[config.mk]
export PLATFORM = sky130hd
export DESIGN_NAME = nvm_burst_ctrl
export DESIGN_NICKNAME = d
export VERILOG_FILES = /design/src/rtl/nvm_burst_ctrl.sv
export SDC_FILE = /design/constraint.sdc
export NUM_CORES = 1
export LEC_CHECK = 0
export CAP_MARGIN = 30
export CORE_MARGIN = 2
export CORE_UTILIZATION = 45
export CTS_CLUSTER_DIAMETER = 200
export CTS_CLUSTER_SIZE = 20
export DETAILED_ROUTE_END_ITERATION = 12
export PLACE_DENSITY_LB_ADDON = 0.2
export SETUP_SLACK_MARGIN = 0.05
export SLEW_MARGIN = 0
export SYNTH_ARGS = -nofsm -noshare
export SYNTH_HDL_FRONTEND = slang
export SYNTH_SLANG_ARGS = --single-unit
[constraint.sdc]
create_clock -name clk -period 4.7 [get_ports clk]
set_clock_uncertainty 0.2 [all_clocks]
set_input_delay 0.47 -clock clk [delete_from_list [all_inputs] [get_ports clk]]
set_output_delay 0.47 -clock clk [all_outputs]
set_load 0.05 [all_outputs]
[src/rtl/nvm_burst_ctrl.sv]
// nvm_burst_ctrl: turns a start/base/length command into single-word accesses
// on the ReRAM NVM macro. Read bursts go out through a credit-managed return
// FIFO onto a valid/ready stream; write bursts take an inbound valid/ready
// stream and program consecutive NVM addresses.
//
//   state  | meaning
//   -------+------------------------------------------------------------
//   IDLE   | waiting for start; all NVM outputs held, nvm_we low
//   RD     | issuing reads, collecting returns into FIFO, draining stream
//   WR     | accepting stream beats, one NVM write per accepted beat
//   DONE   | one-cycle completion pulse, then back to IDLE
//
// NVM pipeline: a word issued in cycle t is registered onto nvm_* during
// t+1 and its read data / ack come back in t+2. Two valid bits track those
// two stages, so at most two reads are ever in flight. A nacked read flushes
// the younger in-flight read and rewinds the address counter, which keeps
// the returned stream strictly in address order.

module nvm_burst_ctrl #(
  parameter int DATA_WIDTH = 8,
  parameter int ADDR_WIDTH = 8,
  parameter int FIFO_DEPTH = 4
) (
  input  logic                  clk,
  input  logic                  rst,
  input  logic                  start,
  input  logic                  wr_mode,
  input  logic [ADDR_WIDTH-1:0] base_addr,
  input  logic [ADDR_WIDTH:0]   burst_len,
  output logic                  busy,
  output logic                  done,
  output logic                  m_valid,
  input  logic                  m_ready,
  output logic [DATA_WIDTH-1:0] m_data,
  input  logic                  s_valid,
  output logic                  s_ready,
  input  logic [DATA_WIDTH-1:0] s_data,
  output logic                  nvm_we,
  output logic [ADDR_WIDTH-1:0] nvm_addr,
  output logic [DATA_WIDTH-1:0] nvm_wdata,
  input  logic [DATA_WIDTH-1:0] nvm_rdata,
  input  logic                  nvm_ack
);

  localparam int PW = (FIFO_DEPTH > 1) ? $clog2(FIFO_DEPTH) : 1;
  localparam int CW = PW + 1;
  localparam logic [CW:0] DEPTH_C = (CW+1)'(FIFO_DEPTH);

  typedef enum logic [1:0] {
    S_IDLE = 2'd0,
    S_RD   = 2'd1,
    S_WR   = 2'd2,
    S_DONE = 2'd3
  } state_t;

  state_t state_q, state_d;

  logic [ADDR_WIDTH-1:0] addr_q, addr_d;
  logic [ADDR_WIDTH:0]   rem_q, rem_d;
  logic                  we_q, we_d;
  logic [ADDR_WIDTH-1:0] naddr_q, naddr_d;
  logic [DATA_WIDTH-1:0] wdata_q, wdata_d;

  logic                  p1_v_q, p1_v_d;
  logic                  p2_v_q, p2_v_d;
  logic [ADDR_WIDTH-1:0] p2_addr_q, p2_addr_d;

  logic [DATA_WIDTH-1:0] fifo_mem [FIFO_DEPTH];
  logic [PW-1:0]         wptr_q, wptr_d;
  logic [PW-1:0]         rptr_q, rptr_d;
  logic [CW-1:0]         cnt_q, cnt_d;

  logic        in_rd;
  logic        rem_zero;
  logic [CW:0] occ;
  logic        push;
  logic        pop;
  logic        rd_nack;
  logic        issue;
  logic        wr_beat;
  logic        load;
  logic        rd_drained;

  // Occupancy seen by the credit check: stored words plus words in flight.
  assign in_rd      = (state_q == S_RD);
  assign rem_zero   = (rem_q == '0);
  assign occ        = {1'b0, cnt_q} + (CW+1)'(p1_v_q) + (CW+1)'(p2_v_q);
  assign push       = in_rd && p2_v_q && nvm_ack;
  assign rd_nack    = in_rd && p2_v_q && !nvm_ack;
  assign pop        = m_valid && m_ready;
  assign issue      = in_rd && !rem_zero && (occ < DEPTH_C) && !rd_nack;
  assign wr_beat    = s_valid && s_ready;
  assign load       = (state_q == S_IDLE) && start && (burst_len != '0);
  assign rd_drained = rem_zero && !p1_v_q && !p2_v_q && (cnt_q == '0) && !push;

  // State register.
  always_ff @(posedge clk) begin
    if (rst) begin
      state_q <= S_IDLE;
    end else begin
      state_q <= state_d;
    end
  end

  // Next-state decode.
  always_comb begin
    state_d = state_q;
    unique case (state_q)
      S_IDLE: begin
        if (start) begin
          if (burst_len == '0) begin
            state_d = S_DONE;
          end else if (wr_mode) begin
            state_d = S_WR;
          end else begin
            state_d = S_RD;
          end
        end
      end
      S_RD: begin
        if (rd_drained) begin
          state_d = S_DONE;
        end
      end
      S_WR: begin
        // Last beat went onto nvm_* this cycle; NVM commits it at this edge.
        if (rem_zero) begin
          state_d = S_DONE;
        end
      end
      S_DONE: begin
        state_d = S_IDLE;
      end
      default: begin
        state_d = S_IDLE;
      end
    endcase
  end

  // Outputs decoded from state and FIFO occupancy.
  always_comb begin
    busy    = (state_q != S_IDLE);
    done    = (state_q == S_DONE);
    s_ready = (state_q == S_WR) && !rem_zero;
    m_valid = (cnt_q != '0);
    m_data  = m_valid ? fifo_mem[rptr_q] : '0;
  end

  assign nvm_we    = we_q;
  assign nvm_addr  = naddr_q;
  assign nvm_wdata = wdata_q;

  // Datapath next values: address/remaining counters, NVM regs, FIFO pointers.
  always_comb begin
    addr_d    = addr_q;
    rem_d     = rem_q;
    we_d      = 1'b0;
    naddr_d   = naddr_q;
    wdata_d   = wdata_q;
    p1_v_d    = issue;
    p2_v_d    = p1_v_q && !rd_nack;
    p2_addr_d = naddr_q;
    wptr_d    = wptr_q;
    rptr_d    = rptr_q;
    cnt_d     = cnt_q;

    if (load) begin
      addr_d = base_addr;
      rem_d  = burst_len;
    end

    if (issue) begin
      naddr_d = addr_q;
      addr_d  = addr_q + ADDR_WIDTH'(1);
      rem_d   = rem_q - (ADDR_WIDTH+1)'(1);
    end

    // Failed read: give back its credit and that of the younger read behind
    // it, and restart from the failed address so order is preserved.
    if (rd_nack) begin
      addr_d = p2_addr_q;
      rem_d  = rem_q + (ADDR_WIDTH+1)'(1) + (ADDR_WIDTH+1)'(p1_v_q);
    end

    if (wr_beat) begin
      we_d    = 1'b1;
      naddr_d = addr_q;
      wdata_d = s_data;
      addr_d  = addr_q + ADDR_WIDTH'(1);
      rem_d   = rem_q - (ADDR_WIDTH+1)'(1);
    end

    if (push) begin
      wptr_d = wptr_q + PW'(1);
    end
    if (pop) begin
      rptr_d = rptr_q + PW'(1);
    end
    unique case ({push, pop})
      2'b10:   cnt_d = cnt_q + CW'(1);
      2'b01:   cnt_d = cnt_q - CW'(1);
      default: cnt_d = cnt_q;
    endcase
  end

  // Datapath registers.
  always_ff @(posedge clk) begin
    if (rst) begin
      addr_q    <= '0;
      rem_q     <= '0;
      we_q      <= 1'b0;
      naddr_q   <= '0;
      wdata_q   <= '0;
      p1_v_q    <= 1'b0;
      p2_v_q    <= 1'b0;
      p2_addr_q <= '0;
      wptr_q    <= '0;
      rptr_q    <= '0;
      cnt_q     <= '0;
    end else begin
      addr_q    <= addr_d;
      rem_q     <= rem_d;
      we_q      <= we_d;
      naddr_q   <= naddr_d;
      wdata_q   <= wdata_d;
      p1_v_q    <= p1_v_d;
      p2_v_q    <= p2_v_d;
      p2_addr_q <= p2_addr_d;
      wptr_q    <= wptr_d;
      rptr_q    <= rptr_d;
      cnt_q     <= cnt_d;
    end
  end

  // Return FIFO storage; contents are only visible while cnt_q is nonzero.
  always_ff @(posedge clk) begin
    if (push) begin
      fifo_mem[wptr_q] <= nvm_rdata;
    end
  end

endmodule
* Yosys cells after proc, flatten, opt, wreduce, memory -nomap -nowiden
Memory sizes are Yosys's and may differ from the RTL's. A register that Yosys moved wholly into a read port is not among the register bits.
Index checks and enable logic that the tools add are counted.
** Storage, ports and cells
- Output and inout port bits :: 29
- Register bits after elaboration :: 53
- Bits in read-only memories :: 0
- Bits of input ports :: 40
- Logic and storage cells :: 88
- Bits in latches :: 0
- Memories :: 1
- Memory bits (writable) :: 32
** Cells by class
- Reduce and logical (&&, ||, !) cells :: 33
- Add/sub/neg operators :: 10
- Multipliers :: 0
- $lt $le $gt $ge :: 1
- Div/mod/pow operators :: 0
- Bitwise gates (word level) :: 0
- Shifts and indexed selects :: 0
- Mux-type cells :: 23
- Eq/ne operators :: 8
** Memories
- fifo_mem :: depth 4, bits a word 8, read ports 1, clocked after Yosys merged registers in 1, write ports 1, line 68 : logic [DATA_WIDTH-1:0] fifo_mem [FIFO_DEPTH];
** Operators by type and width (count)
- $mux W8 :: 7
- $mux W9 :: 4
- $logic_not A9 Y1 :: 2
- $logic_and A1 B1 Y1 :: 16
- $mux W2 :: 7
- $add A9 B1 Y9 :: 1
- $add A9 B1 Y9 const B :: 1
- $reduce_bool A9 Y1 :: 1
- $sub A9 B1 Y9 const B :: 1
- $add A8 B1 Y8 const B :: 1
- $pmux W2 S4 :: 1
- $eq A2 B2 Y1 const B :: 3
- $logic_not A1 Y1 :: 6
- $pmux W3 S2 :: 1
- $reduce_bool A2 Y1 :: 3
- $add A2 B1 Y2 const B :: 2
- $add A3 B1 Y4 :: 1
- $add A4 B1 Y4 :: 1
- $eq A2 B1 Y1 const B :: 2
- $lt A4 B3 Y1 const B :: 1
- $ne A2 B2 Y1 const B :: 2
- $reduce_bool A4 Y1 :: 1
- $add A3 B1 Y3 const B :: 1
- $logic_not A3 Y1 :: 1
- 6 further kinds :: 8

* Longest topological paths before layout
Gate-level depths: netlist of run 1.
- Word-level depth :: 8
- Depth in mapped cells :: 11
- Gate-level depth less buffers :: 10

* Worst setup path before layout of run 1
OpenSTA, ideal clock, no wires.
- Path kind :: reg2reg
- Start point :: register cnt_q[0]
- End point :: register cnt_q[2]
- Path slack :: 1963 ps
- Arrival time :: 2467 ps
- Stages on the path, launching flop included :: 10
- Buffers on the path :: 1
- Library setup time :: 70 ps
- Data required time :: 4430 ps
- Path through :: dfxtp_1 or3_1 clkbuf_1 and2_1 ha_1 inv_1 fa_1 xor2_1 or3_1 a21oi_1
** Between the ends
- Longest elaborated chain between the ends :: 4
- Elaborated cells on any way between the ends :: 8
** RTL lines
- start, declared :: line 71 : logic [CW-1:0] cnt_q, cnt_d;
- start signal, assigned :: line 231 : cnt_q <= cnt_d;
- $reduce_bool A3 Y1 * :: line 145 : m_valid = (cnt_q != '0);
- net m_valid :: line 32 : output logic m_valid,
- $logic_and A1 B1 Y1 * :: line 90 : assign pop = m_valid && m_ready;
- net pop :: line 77 : logic pop;
- $eq A2 B1 Y1 / $eq A2 B2 Y1 (equally long branches) :: line 199 : unique case ({push, pop})
- $pmux W3 S2 / $reduce_bool A2 Y1 (equally long branches)
Mark *: on every way through the listed nets, which the timed path passes. The rest lies on a longest branch.
A chain may end at the register's enable or synchronous reset.

* Final worst setup path of run 1
- Start point :: register rem_q[0]
- End point :: output port s_ready
** Between the ends
- Longest elaborated chain between the ends :: 3
** RTL lines
- start, declared :: line 59 : logic [ADDR_WIDTH:0] rem_q, rem_d;
- start signal, assigned :: line 222 : rem_q <= rem_d;
- $logic_not A9 Y1 :: line 86 : assign rem_zero = (rem_q == '0);
- $logic_not A1 Y1 :: line 144 : s_ready = (state_q == S_WR) && !rem_zero;
- $logic_and A1 B1 Y1 :: line 144
- end, declared :: line 36 : output logic s_ready,
Every way passes these cells.

==> flow_summary_export.csv, run 1 <==
group,metric,value,unit
run_status,status,"complete, no violations",
floorplan,start_util,0.466,
clock_network,cts_root_buf,"clkbuf_8",
floorplan,io_pins,69,
timing,min_period,3.27,ns
global_route,grt_usage,0.196,
logic_synthesis,synth_seq_area_share,0.474,
finish,utilization,0.561,
floorplan,core,9330,sq um
logic_synthesis,yosys-top-cells-area,"dfxtp_1 (25%), edfxtp_1 (22%), a21oi_1 (5.2%)",
timing,hold_violations,0,
place,place.detailed.hpwl,6920,um
global_route,busiest_layer,"met2",
worst_setup_path,crit_family,"simple AND/OR/NAND/NOR gates",
drt,firstDrtPassIters,5,
finish,final_area,5230,sq um
clock_network,cts_tree,"built",
power,static-leakage-power,0.00178,uW
floorplan,die_width,102,um
logic_synthesis,netlist_instances,434,
drt,vias,3447,
clock_network,clk_latency,0.37,ns
clock_network,path_clk_slew,0.10,ns
timing,rsz0062_at_grt,"no",
worst_setup_path,max_stage_delay,0.69,ns
clock_network,cts_sinks,87,
global_route,grt_remaining_overflow,0,
logic_synthesis,synthesis.nets,490,
clock_network,postCtsSetupBuffers,0,
global_route,grt_use_met2,0.314,
worst_setup_path,worstSetupPathType,"register to output pin",
clock_network,cts-hold-fix-buffers,0,
drt,vias_per_cell,5.57,
drt,drtAntennaViolNets,0,
worst_setup_path,critPathBufInv,2,
finish,syn_to_final_growth,20.3,%
global_route,grt_pass1_vias,3278,
finish,most-common-layout-cells,"clkdlybuf4s50_1 (67), dfxtp_1 (55), nand2_1 (50)",
timing,slew_violations,0,
clock_network,numCtsBuffers,9,
timing,setup_ws,1.43,ns
place,port_buffers,68,
logic_synthesis,syn_area_per_cell,10.0,sq um
global_route,grt_max_degree,53,
worst_setup_path,crit_path_cell_trace,"inv_1 -> ha_1 -> nor4b_2 -> nand2_1 -> and2_1 -> clkdlybuf4s50_1",
timing,period_share,0.697,
logic_synthesis,synth_edf_count,32,
floorplan,dieArea,10500,sq um
timing,finalSetupViolCount,0,
timing,tightest_slew,0.972,ns
worst_setup_path,worstPathRequired,4.03,ns
worst_setup_path,critPathSlowestCell,"clkdlybuf4s50_1",
worst_setup_path,endpoint_kind,"output pin",
timing,setup_tns,0,ns
logic_synthesis,ys_types,59,
clock_network,ctsResizeCount,0,
floorplan,rows,35,
drt,drt_iter0_drc,234,
timing,slew_headroom,0.352,
logic_synthesis,synth_top_cell_by_area,"dfxtp_1",
timing,hold_ws,0.261,ns
floorplan,die_h,102,um
logic_synthesis,ys_ff_latch,87,
power,ir_drop,0.000319,V
finish,final_common_cell,"clkdlybuf4s50_1",
place,pre_cts_slack,1.81,ns
global_route,use_met3,0.0431,
power,powerDensity,479,nW/um^2
finish,layout-drive-gt1-share,0.0837,
place,dpl-instance-area,5040,sq um
logic_synthesis,ys_async_sr_fraction,0,
global_route,use_met1,0.265,
logic_synthesis,synth_top_area_frac,0.253,
drt,wirelength,9820,um
logic_synthesis,syn_area,4350,sq um
drt,drcViolationCount,0,
timing,fmax,305,MHz
logic_synthesis,synth_warnings,0,
min_path,hp-class,"register to register",
clock_network,clk_path_buf_depth,2,
clock_network,htree_levels,3,
finish,final_nets,541,
global_route,antenna_found_initial,0,
worst_setup_path,cp_max_fo,4,
job,maxCapViolations,0,
worst_setup_path,critPathLaunchType,"register",
worst_setup_path,cp.arrival,2.60,ns
global_route,grt_pass1_wl,15900,um
logic_synthesis,ys_dominant_reg_cell,"dfxtp_1",
place,routabilityCongestion,0.911,
finish,diodes,0,
drt,routedWlPerCell,15.9,um
==> per-layer routing <==
layer | part of all wire | vias up
met2 | 0.46 | 123
met4 | 0.019 | 0
met3 | 0.061 | 21
met5 | 0 | -
met1 | 0.45 | 1622
li1 | - | 1681
==> state kept, by name (all words and copies together), names as in the netlist, named ones only <==
register   cells
state_q        2
addr_q         8
p2_addr_q      8
nvm_wdata      8
nvm_we         1
nvm_addr       8
wptr_q         2
rem_q          9
fifo_mem      32
p1_v_q         1
p2_v_q         1
cnt_q          3
rptr_q         2
==> path summary, 6_finish.rpt <==
check          startpoint           end  slack (ns)  cells past startpoint
max              rem_q[0]       s_ready        1.43                      6
min          nvm_wdata[6]  nvm_wdata[6]        0.26                      2
max reg2reg    state_q[1]      rem_q[2]        1.86                      7
min reg2reg  nvm_wdata[6]  nvm_wdata[6]        0.26                      2
==> tightest hold or removal path: cells and delay by family, from the launching register on <==
kind | cells | cell delay, ns
AOI/OAI and AO/OA | 1 | 0.05
DFF | 1 | 0.32
and+or+nand+nor | 1 | 0.05
==> cell families after synthesis <==
| logic type | count (synthesis) | share of synthesized area |
|---|---|---|
| buffers and inverters | 47 | 0.0524 |
| XOR/XNOR | 9 | 0.0181 |
| flip-flops | 87 | 0.474 |
| AND/OR/NAND/NOR | 156 | 0.192 |
| multiplexers | 14 | 0.0552 |
| adder cells (fa/ha/maj) | 16 | 0.0478 |
| AO/OA/AOI/OAI | 105 | 0.160 |
==> synthesized netlist by cell type, types with 4 or more instances <==
cell type,number
a211oi_1,4
mux2i_1,6
buf_6,6
and3_1,6
nor2_1,23
ha_1,15
xor2_1,5
clkbuf_1,18
nand3b_1,4
buf_2,5
edfxtp_1,32
o21ai_0,23
nor3_1,13
nand3_1,4
nand2_1,50
and2_1,16
o211ai_1,5
nor2b_1,8
xnor2_1,4
nor4_1,7
dfxtp_1,55
a21oi_1,45
nor4b_1,5
mux4_2,8
or3_1,5
inv_1,17
==> where the power goes <==
group	switching, uW	total, uW	internal, uW
combinational	624	1010	381
sequential	119	990	872
clock	301	510	208
==> final cells by class <==
| cell class | count | area, sq um |
|---|---|---|
| flip-flops and latches | 87 | 2060 |
| well taps | 129 | 161 |
| fillers | 804 | 4090 |
| clock buffers | 9 | 124 |
| inverters | 17 | 63.8 |
| multi-input cells | 300 | 2060 |
| clock inverters | 7 | 72.6 |
| repair buffers | 70 | 691 |
==> metrics by stage <==
step                cells  total power [uW]
finish                619              2510
global route          619              2660
CTS                   619              2510
detailed placement    603              2000
global placement      603              1990
floorplan             434              1800
Note: power is estimated with default switching activity, not from simulation.
==> inputs of run 2 (changes only) <==
==> constraint.sdc (replaced) <==
create_clock -name clk -period 3.3 [get_ports clk]
set_clock_uncertainty 0.2 [all_clocks]
set_input_delay 0.33 -clock clk [delete_from_list [all_inputs] [get_ports clk]]
set_output_delay 0.33 -clock clk [all_outputs]
set_load 0.05 [all_outputs]
==> flow_summary_export.csv, run 2 (synthesized netlist as in run 1, its figures left out) <==
group,metric,value,unit
clock_network,path_clk_slew,0.10,ns
floorplan,start_util,0.466,
power,total_power,3670,uW
worst_setup_path,cp_max_fo,4,
worst_setup_path,critPathBufInv,2,
worst_setup_path,worstPathRequired,2.77,ns
finish,regMostFlops,"fifo_mem",
power,swShare,0.407,
power,p_int,2170,uW
timing,slew_violations,0,
drt,firstDrtPassIters,5,
power,seq_power_share,0.384,
power,p_clk_frac,0.215,
finish,final_nets,547,
clock_network,postCtsSetupBuffers,0,
run_status,status,"complete, no violations",
power,powerDensity,693,nW/um^2
power,combinationalPowerShare,0.400,
clock_network,cts_tree,"built",
worst_setup_path,endpoint_kind,"output pin",
finish,syn_to_final_growth,21.8,%
global_route,grt_max_degree,32,
finish,diodes,0,
floorplan,io_pins,69,
timing,slew_headroom,0.501,
finish,seq_area,2060,sq um
global_route,grt_usage,0.199,
timing,fmax,324,MHz
finish,final_common_cell,"clkdlybuf4s50_1",
place,place.detailed.hpwl,7130,um
timing,setup_tns,0,ns
floorplan,die_width,102,um
finish,most-common-layout-cells,"clkdlybuf4s50_1 (67), dfxtp_1 (55), nand2_1 (50)",
timing,setup_ws,0.214,ns
worst_setup_path,worstSetupPathType,"register to output pin",
global_route,grt_pass1_vias,3367,
worst_setup_path,crit_path_cell_trace,"inv_1 -> ha_1 -> nor4b_2 -> nand2_1 -> and2_1 -> clkdlybuf4s50_1",
finish,multi_input_comb_area,2060,sq um
clock_network,clk_path_buf_depth,2,
power,static-leakage-power,0.00181,uW
worst_setup_path,max_stage_delay,0.69,ns
finish,layout-drive-gt1-share,0.0948,
clock_network,cts_sinks,87,
drt,drtAntennaViolNets,0,
floorplan,core,9330,sq um
timing,tightest_slew,0.748,ns
timing,min_period,3.09,ns
timing,hold_ws,0.259,ns
power,ir_drop,0.000433,V
worst_setup_path,cp.arrival,2.56,ns
drt,routedWlPerCell,16.3,um
timing,period_share,0.935,
finish,fill_cells,832,
worst_setup_path,critPathLaunchType,"register",
drt,drcViolationCount,0,
drt,vias,3516,
finish,utilization,0.568,
finish,largest_reg_flops,32,
timing,hold_violations,0,
floorplan,rows,35,
global_route,antenna_found_initial,0,
clock_network,cts_root_buf,"clkbuf_8",
worst_setup_path,critPathSlowestCell,"clkdlybuf4s50_1",
power,switchingPower,1490,uW
worst_setup_path,crit_family,"simple AND/OR/NAND/NOR gates",
clock_network,htree_levels,3,
place,pre_cts_slack,0.522,ns
place,routabilityCongestion,0.880,
clock_network,ctsResizeCount,0,
drt,vias_per_cell,5.63,
floorplan,die_h,102,um
clock_network,cts-hold-fix-buffers,0,
clock_network,numCtsBuffers,9,
drt,wirelength,10200,um
drt,drt_iter0_drc,238,
floorplan,dieArea,10500,sq um
finish,top_regs,"fifo_mem x32, rem_q x9",
place,port_buffers,68,
global_route,grt_pass1_wl,16300,um
global_route,grt_remaining_overflow,0,
clock_network,clk_latency,0.35,ns
min_path,hp-class,"register to register",
job,maxCapViolations,0,
timing,finalSetupViolCount,0,
timing,rsz0062_at_grt,"no",
[run 2: worst reg2reg max path, delay by kind of cell (launching register included)]
kind / cells / cell delay [ns]
AO/OA/AOI/OAI: 2 / 0.67
adder cells (fa/ha/maj): 1 / 0.27
buffers and inverters: 1 / 0.11
flip-flops: 1 / 0.35
AND/OR/NAND/NOR: 3 / 1.02
[run 2: per-stage QoR]
stage | instance area, sq um | cells
after CTS | 5300 | 625
after detailed placement | 5080 | 609
after global routing | 5300 | 625
after global placement | 5080 | 609
final | 5300 | 625
after floorplan | 4350 | 434
[run 2: final cells by class]
| type | count | area share |
|---|---|---|
| Tap cell | 129 | 0.0305 |
| Inverter | 17 | 0.0120 |
| Sequential cell | 87 | 0.389 |
| Multi-Input combinational cell | 300 | 0.389 |
| Clock inverter | 7 | 0.0172 |
| Timing Repair Buffer | 76 | 0.139 |
| Clock buffer | 9 | 0.0234 |
[run 2: path summary, 6_finish.rpt]
check | cells after the start | from | end | slack, ns
worst max-delay path | 6 | rem_q[0] | s_ready | 0.21
worst min-delay path | 2 | nvm_wdata[0] | nvm_wdata[0] | 0.26
worst max register to register | 7 | state_q[1] | rem_q[6] | 0.61
worst min register to register | 2 | nvm_wdata[0] | nvm_wdata[0] | 0.26
[run 2: per-layer routing]
metal / share of wire / GRT usage / up-vias
li1: - / - / 1695
met4: 0.021 / 0.0646 / 0
met2: 0.48 / 0.343 / 132
met5: 0 / 0 / -
met1: 0.45 / 0.250 / 1664
met3: 0.054 / 0.0438 / 25
[run 2: power by group through the flow]
stage / combinational (uW) / sequential [uW] / clock, uW
final: 1470 / 1410 / 790
after global routing: 1600 / 1430 / 854
after CTS: 1460 / 1400 / 808
after detailed placement: 1460 / 1430 / 0
after global placement: 1440 / 1420 / 0
after floorplan: 1110 / 1450 / 0
==> inputs of run 3 (changes only) <==
--- a/config.mk
+++ b/config.mk
@@ -9,9 +9,9 @@
 export CORE_MARGIN = 2
 export CORE_UTILIZATION = 45
 export CTS_CLUSTER_DIAMETER = 200
-export CTS_CLUSTER_SIZE = 20
+export CTS_CLUSTER_SIZE = 24
 export DETAILED_ROUTE_END_ITERATION = 12
-export PLACE_DENSITY_LB_ADDON = 0.2
+export PLACE_DENSITY_LB_ADDON = 0.08
 export SETUP_SLACK_MARGIN = 0.05
 export SLEW_MARGIN = 0
 export SYNTH_ARGS = -nofsm -noshare
==> flow_summary_export.csv, run 3 (synthesized netlist as in run 1, its figures left out) <==
group,metric,value,unit
power,combinationalPowerShare,0.408,
global_route,grt_pass1_vias,3266,
floorplan,rows,35,
run_status,status,"complete, no violations",
global_route,grt_usage,0.202,
worst_setup_path,critPathLaunchType,"register",
job,maxCapViolations,0,
power,switchingPower,1490,uW
timing,period_share,0.912,
finish,syn_to_final_growth,22.0,%
worst_setup_path,worstPathRequired,2.77,ns
power,swShare,0.404,
worst_setup_path,cp.arrival,2.48,ns
finish,largest_reg_flops,32,
clock_network,numCtsBuffers,9,
global_route,grt_remaining_overflow,0,
floorplan,start_util,0.466,
drt,drtAntennaViolNets,0,
worst_setup_path,crit_path_cell_trace,"inv_1 -> ha_1 -> nor4b_2 -> buf_4 -> nand2_1 -> and2_1 -> clkdlybuf4s50_1",
finish,most-common-layout-cells,"clkdlybuf4s50_1 (67), dfxtp_1 (55), nand2_1 (50)",
worst_setup_path,cp_max_fo,6,
worst_setup_path,worstSetupPathType,"register to output pin",
floorplan,die_width,102,um
clock_network,cts_tree,"built",
clock_network,ctsResizeCount,0,
finish,layout-drive-gt1-share,0.0964,
worst_setup_path,endpoint_kind,"output pin",
global_route,antenna_found_initial,0,
power,ir_drop,0.000357,V
timing,finalSetupViolCount,0,
drt,vias,3439,
power,static-leakage-power,0.00182,uW
floorplan,core,9330,sq um
finish,final_nets,549,
drt,firstDrtPassIters,4,
timing,fmax,332,MHz
clock_network,clk_latency,0.37,ns
drt,route.met3.wl,723,um
floorplan,io_pins,69,
timing,setup_tns,0,ns
finish,top_regs,"fifo_mem x32, rem_q x9",
drt,top_layer,"met4",
finish,seq_area,2060,sq um
timing,min_period,3.01,ns
finish,diodes,0,
worst_setup_path,rrSetupSlack,0.70,ns
power,seq_power_share,0.384,
worst_setup_path,critPathSlowestCell,"clkdlybuf4s50_1",
finish,fill_cells,835,
global_route,grt_pass1_wl,16200,um
drt,routed-wl-met2,4620,um
timing,hold_violations,0,
place,routabilityCongestion,0.903,
power,powerDensity,693,nW/um^2
floorplan,dieArea,10500,sq um
drt,vias_per_cell,5.48,
finish,multi_input_comb_area,2060,sq um
drt,routedWlPerCell,16.1,um
finish,regMostFlops,"fifo_mem",
clock_network,cts-hold-fix-buffers,0,
power,p_clk_frac,0.208,
place,place.detailed.hpwl,6910,um
power,p_int,2190,uW
timing,rsz0062_at_grt,"no",
clock_network,path_clk_slew,0.09,ns
worst_setup_path,max_stage_delay,0.80,ns
timing,hold_ws,0.190,ns
clock_network,cts_root_buf,"clkbuf_8",
finish,final_common_cell,"clkdlybuf4s50_1",
drt,drcViolationCount,0,
drt,wirelength,10100,um
timing,slew_headroom,0.589,
clock_network,postCtsSetupBuffers,0,
timing,tightest_slew,0.614,ns
clock_network,htree_levels,3,
timing,slew_violations,0,
clock_network,clk_path_buf_depth,2,
min_path,hp-class,"primary input to register",
drt,drt_iter0_drc,158,
drt,wl_met1,4640,um
place,port_buffers,68,
clock_network,cts_sinks,87,
floorplan,die_h,102,um
global_route,grt_max_degree,33,
==> run 3: power groups by stage <==
stage                     combinational, uW  sequential, uW  clock (uW)
after global routing                   1630            1430         839
after floorplan                        1110            1450           0
final                                  1500            1410         767
after global placement                 1470            1430           0
after detailed placement               1480            1430           0
after CTS                              1490            1410         793
==> run 3: worst paths after layout <==
path	startpoint	to	cells past startpoint
max reg2reg	state_q[1]	cnt_q[2]	10
max	rem_q[1]	s_ready	7
min reg2reg	nvm_wdata[5]	nvm_wdata[5]	2
min	rst	register	2
==> run 3: worst max-delay path: cells and delay by family, from the launching register on <==
kind                     cells  cell delay, ns
AND/OR/NAND/NOR              3            0.44
buffers and inverters        3            1.03
flip-flops                   1            0.44
adder cells (fa/ha/maj)      1            0.23
==> run 3: per-stage QoR <==
stage	util	power, uW	setup slack, ns	cell area [sq um]	std cells
after detailed placement	0.546	2910	0.548	5100	611
after floorplan	-	2560	0.563	4350	434
after CTS	0.569	3690	0.257	5310	627
after global routing	0.569	3900	0.163	5310	627
final	0.569	3680	0.292	5310	627
after global placement	0.546	2900	0.627	5100	611
==> run 3: layout make-up <==
cell class | instances | area share
clock inverters | 7 | 0.0158
repair buffers | 78 | 0.142
flip-flops and latches | 87 | 0.389
well taps | 129 | 0.0304
multi-input cells | 300 | 0.388
inverters | 17 | 0.0120
clock buffers | 9 | 0.0233
==> run 3: routing by layer <==
layer / track usage / up-vias
met5: 0 / -
met2: 0.317 / 115
li1: - / 1697
met4: 0.0636 / 0
met3: 0.0547 / 9
met1: 0.275 / 1618
